### src/rtl/hub75_bcm_driver.sv
// HUB75 scan driver: shifts one bit plane of a dual-half framebuffer row per pass and
// shows each plane for BASE_ON<<plane cycles (binary-code modulation).
module hub75_bcm_driver #(
  parameter int COLS    = 64,
  parameter int ROWS    = 64,
  parameter int BITS    = 4,
  parameter int BASE_ON = 8
) (
  input  logic                                     clk,
  input  logic                                     rst,
  input  logic                                     en,
  output logic [$clog2(ROWS/2)+$clog2(COLS)-1:0]   fb_addr,
  input  logic [6*BITS-1:0]                        fb_data,
  output logic [2:0]                               to_screen_RGB0,
  output logic [2:0]                               to_screen_RGB1,
  output logic                                     to_screen_CLK,
  output logic [$clog2(ROWS/2)-1:0]                to_screen_ABCDE,
  output logic                                     to_screen_LATCH,
  output logic                                     to_screen_nOE,
  output logic                                     frame_done
);

  localparam int ROW_W = $clog2(ROWS/2);
  localparam int COL_W = $clog2(COLS);
  localparam int PL_W  = (BITS > 1) ? $clog2(BITS) : 1;
  localparam int ON_W  = $clog2(BASE_ON << (BITS-1)) + 1;

  localparam logic [COL_W-1:0] COL_LAST = COL_W'(COLS-1);
  localparam logic [ROW_W-1:0] ROW_LAST = ROW_W'(ROWS/2-1);
  localparam logic [PL_W-1:0]  PL_LAST  = PL_W'(BITS-1);

  typedef enum logic [2:0] {S_IDLE, S_PRE, S_SHIFT, S_BLANK, S_LATCH, S_SHOW} state_t;

  state_t                   r_state;
  logic [ROW_W-1:0]         r_row;
  logic [PL_W-1:0]          r_plane;
  logic [COL_W-1:0]         r_col;
  logic                     r_phase;
  logic [ON_W-1:0]          r_on_cnt;
  logic [ROW_W+COL_W-1:0]   r_fb_addr;
  logic [2:0]               r_rgb0;
  logic [2:0]               r_rgb1;
  logic                     r_clk;
  logic [ROW_W-1:0]         r_abcde;
  logic                     r_latch;
  logic                     r_noe;
  logic                     r_frame_done;

  logic [2:0]               w_rgb0;
  logic [2:0]               w_rgb1;
  logic [ON_W-1:0]          w_dur;
  logic                     w_last_row;
  logic                     w_last_plane;
  logic [COL_W-1:0]         w_col_p1;
  logic [COL_W-1:0]         w_col_p2;

  always_comb begin
    w_rgb0 = '0;
    w_rgb1 = '0;
    for (int unsigned b = 0; b < BITS; b++) begin
      if (r_plane == PL_W'(b)) begin
        w_rgb0 = {fb_data[5*BITS+b], fb_data[4*BITS+b], fb_data[3*BITS+b]};
        w_rgb1 = {fb_data[2*BITS+b], fb_data[BITS+b],   fb_data[b]};
      end
    end
  end

  assign w_dur        = ON_W'(BASE_ON) << r_plane;
  assign w_last_row   = (r_row == ROW_LAST);
  assign w_last_plane = (r_plane == PL_LAST);
  assign w_col_p1     = r_col + COL_W'(1);
  assign w_col_p2     = r_col + COL_W'(2);

  always_ff @(posedge clk) begin
    if (rst) begin
      r_state      <= S_IDLE;
      r_row        <= '0;
      r_plane      <= '0;
      r_col        <= '0;
      r_phase      <= 1'b0;
      r_on_cnt     <= '0;
      r_fb_addr    <= '0;
      r_rgb0       <= '0;
      r_rgb1       <= '0;
      r_clk        <= 1'b0;
      r_abcde      <= '0;
      r_latch      <= 1'b0;
      r_noe        <= 1'b1;
      r_frame_done <= 1'b0;
    end else begin
      r_frame_done <= 1'b0;
      case (r_state)
        S_IDLE: begin
          r_noe   <= 1'b1;
          r_clk   <= 1'b0;
          r_latch <= 1'b0;
          if (en) begin
            r_row     <= '0;
            r_plane   <= '0;
            r_fb_addr <= '0;
            r_state   <= S_PRE;
          end
        end
        S_PRE: begin
          r_col     <= '0;
          r_phase   <= 1'b0;
          r_clk     <= 1'b0;
          r_fb_addr <= {r_row, COL_W'(1)};
          r_state   <= S_SHIFT;
        end
        S_SHIFT: begin
          if (!r_phase) begin
            r_phase <= 1'b1;
            r_clk   <= 1'b1;
            // Column 0's word only arrives during its own L phase (its address sat in PRE).
            if (r_col == '0) begin
              r_rgb0 <= w_rgb0;
              r_rgb1 <= w_rgb1;
            end
          end else begin
            r_phase <= 1'b0;
            r_clk   <= 1'b0;
            if (r_col == COL_LAST) begin
              r_abcde <= r_row;
              r_state <= S_BLANK;
            end else begin
              r_rgb0 <= w_rgb0;
              r_rgb1 <= w_rgb1;
              r_col  <= w_col_p1;
              if (w_col_p1 != COL_LAST) r_fb_addr <= {r_row, w_col_p2};
            end
          end
        end
        S_BLANK: begin
          r_latch <= 1'b1;
          r_state <= S_LATCH;
        end
        S_LATCH: begin
          r_latch      <= 1'b0;
          r_noe        <= 1'b0;
          r_on_cnt     <= w_dur - ON_W'(1);
          r_frame_done <= w_last_row && w_last_plane && (w_dur == ON_W'(1));
          r_state      <= S_SHOW;
        end
        S_SHOW: begin
          if (r_on_cnt != '0) begin
            r_on_cnt     <= r_on_cnt - ON_W'(1);
            r_frame_done <= w_last_row && w_last_plane && (r_on_cnt == ON_W'(1));
          end else begin
            r_noe <= 1'b1;
            if (!w_last_plane) begin
              r_plane   <= r_plane + PL_W'(1);
              r_fb_addr <= {r_row, COL_W'(0)};
              r_state   <= S_PRE;
            end else if (!w_last_row) begin
              r_plane   <= '0;
              r_row     <= r_row + ROW_W'(1);
              r_fb_addr <= {r_row + ROW_W'(1), COL_W'(0)};
              r_state   <= S_PRE;
            end else begin
              r_plane   <= '0;
              r_row     <= '0;
              r_fb_addr <= '0;
              r_state   <= en ? S_PRE : S_IDLE;
            end
          end
        end
        default: r_state <= S_IDLE;
      endcase
    end
  end

  assign fb_addr         = r_fb_addr;
  assign to_screen_RGB0  = r_rgb0;
  assign to_screen_RGB1  = r_rgb1;
  assign to_screen_CLK   = r_clk;
  assign to_screen_ABCDE = r_abcde;
  assign to_screen_LATCH = r_latch;
  assign to_screen_nOE   = r_noe;
  assign frame_done      = r_frame_done;

endmodule

### config.mk
export PLATFORM = sky130hd
export DESIGN_NAME = hub75_bcm_driver
export DESIGN_NICKNAME = d
export VERILOG_FILES = /design/src/rtl/hub75_bcm_driver.sv
export SDC_FILE = /design/constraint.sdc
export NUM_CORES = 1
export LEC_CHECK = 0
export ABC_CLOCK_PERIOD_IN_PS = 2400
export CORE_MARGIN = 10
export CORE_UTILIZATION = 30
export CTS_CLUSTER_DIAMETER = 50
export DETAILED_ROUTE_END_ITERATION = 12
export HOLD_SLACK_MARGIN = 0.03
export SKIP_LAST_GASP = 1
export SYNTH_ARGS = -nofsm -noshare
export SYNTH_HDL_FRONTEND = slang
export SYNTH_SLANG_ARGS = --single-unit
### constraint.sdc
create_clock -name clk -period 2.4 [get_ports clk]
set_input_delay 0.48 -clock clk [delete_from_list [all_inputs] [get_ports clk]]
set_output_delay 0.48 -clock clk [all_outputs]
set_load 0.01 [all_outputs]
# Yosys cells after proc, flatten, opt, wreduce, memory -nomap -nowiden
# Index checks and enable logic that the tools add are counted.
# op_classes
n_addsub	6
eq_ne	22
shift	1
mux	52
reduce_logical	26
# ops
op	count
11-bit 2-to-1 mux	7
3-bit 2-to-1 mux	18
11-bit case mux with 4 select lines	1
5-bit 2-to-1 mux	4
2-bit inequality test (second input constant)	9
3-bit case mux with 6 select lines	1
7-bit by 1-bit equality test with 1-bit output (second input constant)	2
7-bit case mux with 2 select lines	1
7-bit by 1-bit subtractor with 7-bit output (second input constant)	2
6-bit 2-to-1 mux	2
6-bit case mux with 2 select lines	1
3-bit AND reduction	4
2-bit nonzero test	6
5-bit case mux with 2 select lines	1
1-bit case mux with 2 select lines	4
4-bit AND reduction	2
7-bit 2-to-1 mux	1
7-bit nonzero test	1
4-bit by 2-bit left shift with 7-bit output (first input constant)	1
6-bit by 1-bit adder with 6-bit output (second input constant)	1
6-bit by 2-bit adder with 6-bit output (second input constant)	1
3-bit by 2-bit equality test with 1-bit output (second input constant)	2
3-bit equality test (second input constant)	2
6-bit equality test (second input constant)	1
20 further kinds	32
# totals
reg_bits	50
out_inout_bits	26
wordCells	121

# Depth between registers and ports, before layout
# logic_depth
depth_word	7
ltp_mapped	8
ltp_nobuf	8

# Worst setup path after synthesis
# No wires, ideal clock.
# synth_timing
path_kind	flip-flop to flip-flop
startpoint	register r_row[0]
endpoint	register r_fb_addr[8], in the netlist fb_addr[8]
setup_ns	0.069
arrival_time_ns	1.764
required_ns	2.331
slack_ns	0.567
stages_incl_launch_ff	8
path_buffers	0
period_less_slack_ns	1.833
path_cell_list	dfxtp_1 ha_1 and3_1 ha_1 or3_1 o21ai_0 o311ai_0 o21ai_1
# synth_via
elab_chain_cells	5
word_cells_on_any_way	6
classes_between	1 x add/sub; 1 x eq/ne; 4 x mux
# synth_lines
element	line	source
from (decl)	35	logic [ROW_W-1:0] r_row;
from (signal assigned)	157	r_row <= r_row + ROW_W'(1);
5-bit by 1-bit adder with 5-bit output / 5-bit equality test (equally long branches)	158, 69	
11-bit 2-to-1 mux *	155	end else if (!w_last_row) begin
11-bit 2-to-1 mux *	151	if (!w_last_plane) begin
11-bit 2-to-1 mux *	146	if (r_on_cnt != '0) begin
11-bit case mux with 4 select lines *	92	case (r_state)
to (signal assigned)	108	r_fb_addr <= {r_row, COL_W'(1)};
to (signal assigned)	153	r_fb_addr <= {r_row, COL_W'(0)};
to (signal assigned)	158	r_fb_addr <= {r_row + ROW_W'(1), COL_W'(0)};
to (decl)	40	logic [ROW_W+COL_W-1:0] r_fb_addr;
# Mark *: on every way between the ends. The rest lies on a longest branch, timed or not. The select of a mux whose other input is x is not followed.
# A chain may end at the register's enable or synchronous reset.

# Final worst setup path
# Same ends and word-level chain as after synthesis.

==> report_table.html <==
<table>
<tr><th>Metric</th><th>Value</th></tr>
<tr><th colspan="2">Run status</th></tr>
<tr><td>Result of the run</td><td>finished clean</td></tr>
<tr><th colspan="2">Yosys</th></tr>
<tr><td>Leading cell type by number of instances after synthesis</td><td>dfxtp_1</td></tr>
<tr><td>Primary flip-flop cell chosen by synthesis mapping</td><td>dfxtp_1</td></tr>
<tr><td>Mapped Area</td><td>~2900 µm²</td></tr>
<tr><td>Syn Area/Cell</td><td>around 8.3 µm²</td></tr>
<tr><td>Fraction of the yosys area taken by sequential cells</td><td>0.349</td></tr>
<tr><td>Share of flip-flops with an asynchronous set or reset after synthesis</td><td>0</td></tr>
<tr><td>Net count after synthesis</td><td>between 300 and 400</td></tr>
<tr><td>Most area-consuming cells after synthesis</td><td>dfxtp_1 (35%), ha_1 (6.1%), a21oi_1 (5.6%)</td></tr>
<tr><td>Area share of the leading cell type in the synthesized netlist</td><td>0.349</td></tr>
<tr><td>Ys Warns</td><td>0</td></tr>
<tr><td>Post-synth EDFFs</td><td>0</td></tr>
<tr><td>Post-synthesis register bit count</td><td>50</td></tr>
<tr><td>Dominant cell type by area after synthesis</td><td>dfxtp_1</td></tr>
<tr><td>Count of distinct cell types in the synthesized netlist</td><td>56</td></tr>
<tr><td>Leading post-synthesis cells by instance count</td><td>dfxtp_1 (50), nor2_1 (37), a21oi_1 (32)</td></tr>
<tr><td>Cell count after synthesis</td><td>344</td></tr>
<tr><th colspan="2">Hold path</th></tr>
<tr><td>Class of the tightest hold or removal check</td><td>flip-flop to flip-flop</td></tr>
<tr><td>Worst hold start</td><td>fb_addr[5]</td></tr>
<tr><th colspan="2">Power and ir drop</th></tr>
<tr><td>Part of the total power dissipated in the clock network</td><td>0.333</td></tr>
<tr><td>Switching share of power</td><td>0.273</td></tr>
<tr><td>Static leakage</td><td>between 1 and 1.5 nW</td></tr>
<tr><td>Total power density per cell area</td><td>roughly 510 nW/µm²</td></tr>
<tr><td>Relative contribution of combinational cells to total power</td><td>0.187</td></tr>
<tr><td>Final Power</td><td>around 1.8 mW</td></tr>
<tr><td>Sequential power share</td><td>0.480</td></tr>
<tr><td>Switching power total</td><td>between 500 and 600 µW</td></tr>
<tr><td>Total internal power</td><td>approximately 1.3 mW</td></tr>
<tr><td>Maximum vdd ir drop</td><td>about 0.00022 V</td></tr>
<tr><th colspan="2">Worst setup path</th></tr>
<tr><td>Start point of the critical path</td><td>r_row[0]</td></tr>
<tr><td>Worst endpoint required time</td><td>between 2 and 3 ns</td></tr>
<tr><td>Sort of element at the end of the critical path</td><td>flip-flop</td></tr>
<tr><td>Element type at the critical path start</td><td>flip-flop</td></tr>
<tr><td>Crit Path Category</td><td>flip-flop to flip-flop</td></tr>
<tr><td>Critical path arrival</td><td>roughly 2.3 ns</td></tr>
<tr><td>Reg2reg start</td><td>r_row[0]</td></tr>
<tr><td>Maximum fanout along the worst path</td><td>7</td></tr>
<tr><th colspan="2">Timing</th></tr>
<tr><td>Max Transition Viols Final</td><td>0</td></tr>
<tr><td>Measured slew at the worst slew-check pin</td><td>about 0.78 ns</td></tr>
<tr><td>Minimum period implied by the final worst setup slack</td><td>just over 2 ns</td></tr>
<tr><td>Worst setup skew after layout</td><td>about 0.0099 ns</td></tr>
<tr><td>Hold_ws</td><td>~0.48 ns</td></tr>
<tr><td>Aggregate negative setup slack</td><td>0 ns</td></tr>
<tr><td>RSZ-0062 raised after global routing</td><td>false</td></tr>
<tr><td>Setup Viol. Count Final</td><td>0</td></tr>
<tr><td>Number of endpoints with negative hold slack in the final report</td><td>0</td></tr>
<tr><td>Achievable frequency</td><td>just under 500 MHz</td></tr>
<tr><td>Worst rel slew slack</td><td>0.478</td></tr>
<tr><td>Fin crit share</td><td>0.849</td></tr>
<tr><th colspan="2">Layout</th></tr>
<tr><td># nets final</td><td>roughly 430</td></tr>
<tr><td>Area grow syn2layout</td><td>26.3%</td></tr>
<tr><td>Final core utilization</td><td>0.390</td></tr>
<tr><td>Antenna cells</td><td>0</td></tr>
<tr><td>Non-filler cells, final</td><td>520</td></tr>
<tr><td>Share of cells above drive strength 1</td><td>0.0870</td></tr>
<tr><th colspan="2">Routing</th></tr>
<tr><td>Number of remaining DRC errors</td><td>0</td></tr>
<tr><td>Total number of vias</td><td>about 2600</td></tr>
<tr><td>Number of vias per cell after detailed routing</td><td>a little over 5</td></tr>
<tr><td>Final routed wirelength across all metal layers</td><td>between 7000 and 8000 µm</td></tr>
<tr><td>Pre-antenna DRT Iters</td><td>4</td></tr>
<tr><td>ANT nets after route</td><td>0</td></tr>
<tr><td>Detailed router's first-iteration violation count</td><td>83</td></tr>
<tr><td>Final routed wire length divided by cell count</td><td>roughly 15 µm</td></tr>
<tr><th colspan="2">Global route</th></tr>
<tr><td>Number of antenna violations at the first check in global routing</td><td>0</td></tr>
<tr><td>Global-route total usage across every layer</td><td>0.107</td></tr>
<tr><td>Maximum number of pins on one net before global-route repair</td><td>28</td></tr>
<tr><td>Via count of the first global-routing pass</td><td>2543</td></tr>
<tr><td>Leftover overflow at the end of global routing</td><td>0</td></tr>
<tr><td>First-pass GRT wire length</td><td>12800 µm</td></tr>
<tr><th colspan="2">Placement</th></tr>
<tr><td>Routability cong.</td><td>between 0.8 and 0.9</td></tr>
<tr><td>Buffers on Ports</td><td>52</td></tr>
<tr><td>Post-placement cell count</td><td>512</td></tr>
<tr><td>HPWL after DPL</td><td>5770 µm</td></tr>
<tr><th colspan="2">Clock network</th></tr>
<tr><td>TritonCTS sink count</td><td>50</td></tr>
<tr><td>Level count of the clock H-tree</td><td>2</td></tr>
<tr><td>CTS Buf Count</td><td>5</td></tr>
<tr><td>Deepest clock path buffer count</td><td>2</td></tr>
<tr><td>Post-CTS Hold Buffers</td><td>0</td></tr>
<tr><td>Insertion delay to the later sink of the worst-skew pair</td><td>between 0.3 and 0.4 ns</td></tr>
<tr><td>Count of instances resized after the clock tree is built</td><td>0</td></tr>
<tr><td>Root cell of the clock tree</td><td>clkbuf_8</td></tr>
<tr><td>Clock slew at the register clock pins of the worst setup and hold paths</td><td>roughly 0.1 ns</td></tr>
<tr><td>Clock tree from TritonCTS</td><td>done</td></tr>
<tr><td>Setup bufs post-CTS</td><td>0</td></tr>
<tr><th colspan="2">Floorplan</th></tr>
<tr><td>Initial core utilization</td><td>0.308</td></tr>
<tr><td>Std cell rows</td><td>35</td></tr>
<tr><td>Die outline width</td><td>about 120 µm</td></tr>
<tr><td>Io pins</td><td>53</td></tr>
<tr><td>Area of the core region</td><td>just over 9000 µm²</td></tr>
<tr><td>Die ar.</td><td>roughly 14000 µm²</td></tr>
<tr><td>Die Height</td><td>~120 µm</td></tr>
<tr><th colspan="2">Flow run</th></tr>
<tr><td>Max_cap viols</td><td>0</td></tr>
</table>
==> critical path, cell delays in order (launching register included) <==
cell      delay, ns
dfxtp_1        0.37
ha_1           0.26
and3_1         0.21
ha_1           0.21
or3_1          0.44
o21ai_0        0.18
o311ai_0       0.16
o21ai_1        0.15
==> final timing paths <==
kind | end | slack [ns] | cells past startpoint
max | fb_addr[8] | 0.36 | 7
max reg2reg | fb_addr[8] | 0.36 | 7
min | fb_addr[5] | 0.48 | 2
min reg2reg | fb_addr[5] | 0.48 | 2
==> layout by cell type (no fill, tap or decap), types with 2 or more instances in the layout <==
master,n
mux2i_1,5
o21bai_1,2
a211oi_1,10
xnor2_1,5
ha_1,14
o21ai_0,23
buf_4,10
nand2_1,16
inv_1,12
a21o_1,4
clkdlybuf4s50_1,51
o41ai_1,3
nand3_1,11
and3b_1,2
nor2_1,37
a22oi_1,5
dfxtp_1,50
a221oi_1,5
a32oi_1,3
clkbuf_8,5
and2_1,2
and3_1,3
a311oi_1,3
nand2b_1,6
nor3_1,14
nor2b_1,14
a21oi_1,32
nand4_1,3
a21oi_2,4
nor4_1,2
xor2_1,3
a311oi_2,3
nand3b_1,2
o31ai_1,3
==> final cells by class <==
class,count,area [µm²]
multi-input combinational,259,1710
tap,129,161
timing repair buffer,62,591
clock inverter,2,37.5
clock buffer,6,72.6
fill,979,5670
inverter,12,45.0
sequential,50,1000
==> state kept, by name (all words and copies together) (netlist names) <==
| signal | cells |
|---|---|
| r_plane | 2 |
| r_state | 3 |
| to_screen_RGB0 | 3 |
| to_screen_nOE | 1 |
| r_on_cnt | 7 |
| r_col | 6 |
| to_screen_RGB1 | 3 |
| r_phase | 1 |
| to_screen_CLK | 1 |
| r_row | 5 |
| to_screen_ABCDE | 5 |
| frame_done | 1 |
| fb_addr | 11 |
| to_screen_LATCH | 1 |
==> layer usage <==
layer	up-vias	part of all wire	global-route usage
met5	-	0	0
met4	0	0.0081	0.0263
met3	8	0.036	0.0240
met2	51	0.49	0.184
met1	1220	0.47	0.132
li1	1351	-	-
==> cell families after synthesis <==
logic type,count (synthesis),share of synthesized area
XOR/XNOR,8,0.0245
flip-flops,50,0.349
AND/OR/NAND/NOR,121,0.227
AO/OA/AOI/OAI,110,0.263
buffers and inverters,35,0.0537
adder cells (fa/ha/maj),14,0.0612
multiplexers,6,0.0214
==> power by group through the flow <==
| stage | clock [mW] | sequential [mW] | combinational [mW] |
|---|---|---|---|
| floorplan | 0 | 0.906 | 0.203 |
| global placement | 0 | 0.899 | 0.341 |
| detailed placement | 0 | 0.899 | 0.346 |
| CTS | 0.631 | 0.880 | 0.347 |
| global route | 0.658 | 0.884 | 0.382 |
| finish | 0.610 | 0.879 | 0.344 |
==> metrics by stage <==
| step | worst slack, ns | cell area (µm²) |
|---|---|---|
| floorplan | 0.567 | 2860 |
| global placement | 0.208 | 3510 |
| detailed placement | 0.160 | 3510 |
| CTS | 0.346 | 3620 |
| global route | 0.0611 | 3620 |
| finish | 0.363 | 3620 |
No activity file was read; power rests on OpenSTA's default activity.
